[src/rtl/adder_pkg.sv]
// adder_pkg: shared width, state encoding and carry-out helper for adder-forest wrappers
package adder_pkg;
  localparam int DATA_W = 8;
  typedef enum logic [1:0] {IDLE, ACC, HOLD} state_t;
  function automatic logic cout(input logic a_msb, input logic b_msb, input logic s_msb);
    return (a_msb & b_msb) | ((a_msb | b_msb) & ~s_msb);
  endfunction
endpackage

[src/rtl/adder10_accum_stage_if.sv]
// adder10_accum_stage_if: operand stream in, packet result stream out
interface adder10_accum_stage_if
  import adder_pkg::*;
#(parameter int CNT_W = 8);
  logic              in_valid;
  logic              in_ready;
  logic [DATA_W-1:0] in_data;
  logic              in_last;
  logic              out_valid;
  logic              out_ready;
  logic [DATA_W-1:0] out_sum;
  logic [CNT_W-1:0]  out_count;
  logic              out_carry;
  modport slave (input in_valid, in_data, in_last, out_ready,
                 output in_ready, out_valid, out_sum, out_count, out_carry);
  modport master (output in_valid, in_data, in_last, out_ready,
                  input in_ready, out_valid, out_sum, out_count, out_carry);
endinterface

[src/rtl/adder10_accum_stage.sv]
// adder10_accum_stage: sequences operand beats through an external adder into a packet accumulator
module adder10_accum_stage
  import adder_pkg::*;
#(
  parameter int CNT_W     = 8,
  parameter int MAX_BEATS = 255
) (
  input  logic                     clk,
  input  logic                     rst_n,
  adder10_accum_stage_if.slave     s,
  output logic [DATA_W-1:0]        add_a,
  output logic [DATA_W-1:0]        add_b,
  input  logic [DATA_W-1:0]        add_sum,
  output logic                     busy
);
  state_t            state_q, state_d;
  logic [DATA_W-1:0] acc_q, acc_d;
  logic [CNT_W-1:0]  count_q, count_d;
  logic              carry_q, carry_d;
  logic              rdy_q;
  logic              beat;
  logic              eop;
  assign add_a       = acc_q;
  assign add_b       = s.in_data;
  assign beat        = s.in_valid && rdy_q;
  assign eop         = s.in_last || (count_q + CNT_W'(1) == CNT_W'(MAX_BEATS));
  assign s.in_ready  = rdy_q;
  assign s.out_valid = state_q == HOLD;
  assign s.out_sum   = acc_q;
  assign s.out_count = count_q;
  assign s.out_carry = carry_q;
  assign busy        = state_q != IDLE;
  // acc/count/carry are already zero in IDLE, so the IDLE load is the same update as an ACC beat
  always_comb begin
    state_d = state_q;
    acc_d   = acc_q;
    count_d = count_q;
    carry_d = carry_q;
    if (beat) begin
      acc_d   = add_sum;
      count_d = count_q + CNT_W'(1);
      carry_d = carry_q | cout(add_a[DATA_W-1], add_b[DATA_W-1], add_sum[DATA_W-1]);
      state_d = eop ? HOLD : ACC;
    end else if (state_q == HOLD && s.out_ready) begin
      state_d = IDLE;
      acc_d   = '0;
      count_d = '0;
      carry_d = 1'b0;
    end
  end
  always_ff @(posedge clk or negedge rst_n) begin
    if (!rst_n) begin
      state_q <= IDLE;
      acc_q   <= '0;
      count_q <= '0;
      carry_q <= 1'b0;
      rdy_q   <= 1'b0;
    end else begin
      state_q <= state_d;
      acc_q   <= acc_d;
      count_q <= count_d;
      carry_q <= carry_d;
      rdy_q   <= state_d != HOLD;
    end
  end
endmodule

[src/flat_wrapper.sv]
// flat-port wrapper written by rule: the top's interface ports become plain ports
module adder10_accum_stage_flat import adder_pkg::*;
#(
  parameter int CNT_W     = 8,
  parameter int MAX_BEATS = 255
)
  (clk, rst_n, add_a, add_b, add_sum, busy, s_in_valid, s_in_data, s_in_last, s_out_ready, s_in_ready, s_out_valid, s_out_sum, s_out_count, s_out_carry);
  adder10_accum_stage_if #(.CNT_W(CNT_W)) s_i ();
  input  logic clk;
  input  logic rst_n;
  output logic [DATA_W-1:0] add_a;
  output logic [DATA_W-1:0] add_b;
  input  logic [DATA_W-1:0] add_sum;
  output logic busy;
  input wire logic [$bits(s_i.in_valid)-1:0] s_in_valid;
  input wire logic [$bits(s_i.in_data)-1:0] s_in_data;
  input wire logic [$bits(s_i.in_last)-1:0] s_in_last;
  input wire logic [$bits(s_i.out_ready)-1:0] s_out_ready;
  output wire logic [$bits(s_i.in_ready)-1:0] s_in_ready;
  output wire logic [$bits(s_i.out_valid)-1:0] s_out_valid;
  output wire logic [$bits(s_i.out_sum)-1:0] s_out_sum;
  output wire logic [$bits(s_i.out_count)-1:0] s_out_count;
  output wire logic [$bits(s_i.out_carry)-1:0] s_out_carry;
  assign s_i.in_valid = s_in_valid;
  assign s_i.in_data = s_in_data;
  assign s_i.in_last = s_in_last;
  assign s_i.out_ready = s_out_ready;
  assign s_in_ready = s_i.in_ready;
  assign s_out_valid = s_i.out_valid;
  assign s_out_sum = s_i.out_sum;
  assign s_out_count = s_i.out_count;
  assign s_out_carry = s_i.out_carry;
  adder10_accum_stage #(.CNT_W(CNT_W), .MAX_BEATS(MAX_BEATS)) u_core (.clk(clk), .rst_n(rst_n), .s(s_i), .add_a(add_a), .add_b(add_b), .add_sum(add_sum), .busy(busy));
endmodule
[config.mk]
export PLATFORM = sky130hd
export DESIGN_NAME = adder10_accum_stage_flat
export DESIGN_NICKNAME = d
export VERILOG_FILES = /design/src/rtl/adder_pkg.sv /design/src/rtl/adder10_accum_stage_if.sv /design/src/rtl/adder10_accum_stage.sv /design/src/flat_wrapper.sv
export SDC_FILE = /design/constraint.sdc
export NUM_CORES = 1
export LEC_CHECK = 0
export CORE_ASPECT_RATIO = 1.75
export CORE_MARGIN = 3
export CORE_UTILIZATION = 30
export DETAILED_ROUTE_END_ITERATION = 10
export GPL_TIMING_DRIVEN = 0
export PLACE_DENSITY = 0.77
export SETUP_SLACK_MARGIN = 0.02
export SLEW_MARGIN = 20
export SYNTH_ARGS = -nofsm -noshare
export SYNTH_HDL_FRONTEND = slang
export SYNTH_SLANG_ARGS = --single-unit
[constraint.sdc]
create_clock -name clk -period 1.7 [get_ports clk]
set_input_delay 0.17 -clock clk [delete_from_list [all_inputs] [get_ports clk]]
set_output_delay 0.17 -clock clk [all_outputs]
set_load 0.005 [all_outputs]
==> impl_metrics.csv <==
group,metric,value,unit
sta,min_period,1.64,ns
sta,fin_skew,0.00296,ns
synth,synth_edf_count,0,
global_routing,grt_pass1_vias,1030,
routing,drt_iter0_markers,21,
routing,routed_wl,2.97,mm
routing,vias,1031,
power,ir_worst_vdd,0.344,mV
floorplan,die_area,0.00437,mm²
synth,synthArstFlopShare,100,%
synth,postSynthCellCount,107,
routing,viasPerCell,4.96,
synth,synth_cell_type_count,31,
clock_network,root_buffer,"clkbuf_8",
floorplan,die_h,85.3,µm
critical_path,critPathMaxFanout,5,
synth,avgSynthCellArea,10.1,µm²
placed_design,dpl.hpwl,2.21,mm
finish,fin_nets,188,
global_routing,grt_util_met2,24.3,%
power,power_leakage,0.721,nW
critical_path,r2r_cells,5,
clock_network,clk_pin_slew,0.07,ns
run_status,status,"complete, no violations",
sta,worst_pin_slew,0.912,ns
critical_path,worstReg2RegStart,"u_core.s.out_count[0]$_DFFE_PN0P_",
critical_path,crit_type,"reg -> reg",
global_routing,track_usage,13.9,%
finish,post-route-util,50.8,%
global_routing,grt_max_degree,21,
clock_network,cts.sinks,20,
routing,wl_per_cell,14.3,µm
placed_design,port_buffers,49,
global_routing,grt_busiest_layer,"met2",
clock_network,worstSkewPairLatency,0.26,ns
global_routing,met3_usage,4.39,%
floorplan,coreArea,0.00343,mm²
global_routing,grt-ovfl-total,0,
synth,ys_top_cells_by_area,"dfrtp_1, buf_4, a22o_1",
sta,setup_ws,0.0638,ns
global_routing,grt_pass1_wl,4.60,mm
synth,synthesis.nets,130,
finish,area_growth,61.9,%
sta,drv_slew,0,
sta,clock.fmax,0.611,GHz
sta,fin_tns_setup,0,ns
routing,drt-pass1-iter-count,4,
critical_path,start_kind,"flip-flop",
global_routing,grtUsageMet1,14.3,%
synth,ys.flop_type,"dfrtp_1",
synth,synth_seq_area_share,46.5,%
critical_path,worstPathRequired,1.84,ns
placed_design,placed_area,0.00163,mm²
synth,synth_largest_area_cell,"dfrtp_1",
floorplan,pin_count,57,
synth,yosysMostFrequentCell,"dfrtp_1",
sta,fin_crit_sh,96.2,%
sta,slew_headroom,39.0,%
floorplan,die_w,51.3,µm
clock_network,ctsHoldBuffers,0,
floorplan,start_util,31.4,%
critical_path,r2r_end,"u_core.s.in_ready$_DFF_PN0_",
finish,diodes,0,
global_routing,antenna_found_initial,0,
finish,fin_area,0.00174,mm²
finish,drive_above_1_share,23.9,%
critical_path,arrival,1.78,ns
power,pwr_density_cell,951,mW/mm²
clock_network,clockBufferDepth,2,
clock_network,cts.htree.levels,1,
floorplan,num_rows,28,
routing,drc,0,
synth,ys_seq_elements,20,
synth,synth_top_area_share,46.5,%
synth,syn_area,0.00108,mm²
placed_design,dp_slack,-0.399,ns
synth,yosysWarnings,0,
sta,finalSetupViolations,0,
hold_path,hp-class,"in -> async",
sta,finalHoldViolations,0,
synth,synth_common_cells,"dfrtp_1, buf_4, o21ai_0",
routing,ant_nets,0,
power,finalPower,1.66,mW
clock_network,cts_tree,"yes",
job,drv_cap,0,
critical_path,cp-end-kind,"flip-flop",
placed_design,routabilityCongestion,0.780,
critical_path,reg2reg_setup_slack,0.06,ns
sta,grt_setup_unrepaired,"yes",
clock_network,cts_buffers,3,
## metrics by stage
| step | hold slack (ns) | std cells |
|---|---|---|
| after global placement | 0.507 | 201 |
| after floorplan | -0.126 | 107 |
| after global routing | 0.498 | 208 |
| after CTS | 0.445 | 207 |
| after detailed placement | 0.511 | 201 |
| final | 0.420 | 208 |
## how the worst max path moves through the flow
stage,end,cells past startpoint,startpoint
3_5_place_dp,u_core.s.out_count[1]$_DFFE_PN0P_,7,s_in_valid
4_1_cts,u_core.state_q[1]$_DFF_PN0_,5,u_core.s.out_count[0]$_DFFE_PN0P_
3_3_place_gp,u_core.s.out_count[1]$_DFFE_PN0P_,7,s_in_valid
2_1_floorplan,u_core.state_q[1]$_DFF_PN0_,5,u_core.s.out_count[0]$_DFFE_PN0P_
6_report,u_core.s.in_ready$_DFF_PN0_,5,u_core.s.out_count[0]$_DFFE_PN0P_
5_1_grt,u_core.state_q[1]$_DFF_PN0_,5,u_core.s.out_count[0]$_DFFE_PN0P_
## power breakdown
part / switching (mW) / total (mW) / internal (mW) / leakage [nW]
clock network: 0.149 / 0.307 / 0.158 / 0.0216
registers: 0.114 / 0.684 / 0.570 / 0.243
logic: 0.242 / 0.668 / 0.426 / 0.457
## critical path, stage by stage (launching register included)
cell and delay (ns):
dfrtp_2 0.44, ha_4 0.19, and2_4 0.14, or4_4 0.42, a211oi_4 0.25, nor2_1 0.08
## metal layers
metal | wire (µm) | share of wire [%]
met4 | 36 | 1.2
met2 | 1480 | 50
met1 | 1190 | 40
met3 | 260 | 8.8
met5 | 0 | 0
## kinds of logic (layout without fill, tap and decap cells)
family,Yosys count,after routing,share of synthesized area (%)
DFF,20,20,46.5
xor gates and xnor gates,3,3,2.44
and+or+nand+nor,27,27,13.9
buffers and inverters,22,78,13.4
AOI/OAI and AO/OA,32,32,20.6
adders and majority gates,3,3,3.25
## cell type report
class,instances,area [µm²]
fillers,330,1690
repair buffers,53,520
flip-flops and latches,20,507
multi-input cells,65,474
plain buffers,20,138
well taps,45,56.3
clock buffers,3,41.3
inverters,2,7.51
## registers in the layout, indices dropped and copies added (netlist names)
signal,cells
u_core.s.in_ready,1
u_core.add_a,8
u_core.s.out_carry,1
u_core.state_q,2
u_core.s.out_count,8
## cells in the final DEF (no fill, tap or decap), types with 2 or more instances in the layout
| cell | instances |
|---|---|
| a21oi_1 | 3 |
| a22o_1 | 8 |
| buf_4 | 20 |
| clkbuf_1 | 2 |
| clkbuf_8 | 3 |
| clkdlybuf4s50_1 | 49 |
| dfrtp_1 | 15 |
| dfrtp_2 | 5 |
| inv_1 | 2 |
| nand2_1 | 10 |
| nor2_1 | 6 |
| o21a_1 | 2 |
| o21ai_0 | 11 |
| o41ai_1 | 2 |
| xor2_1 | 2 |
## what timing repair did
action	4_1_cts	5_1_grt
pin swaps	2	2
buffers inserted	3	1
setup endpoints to repair	15	15
resized for setup	8	6
No activity file was read; power rests on OpenSTA's default activity.
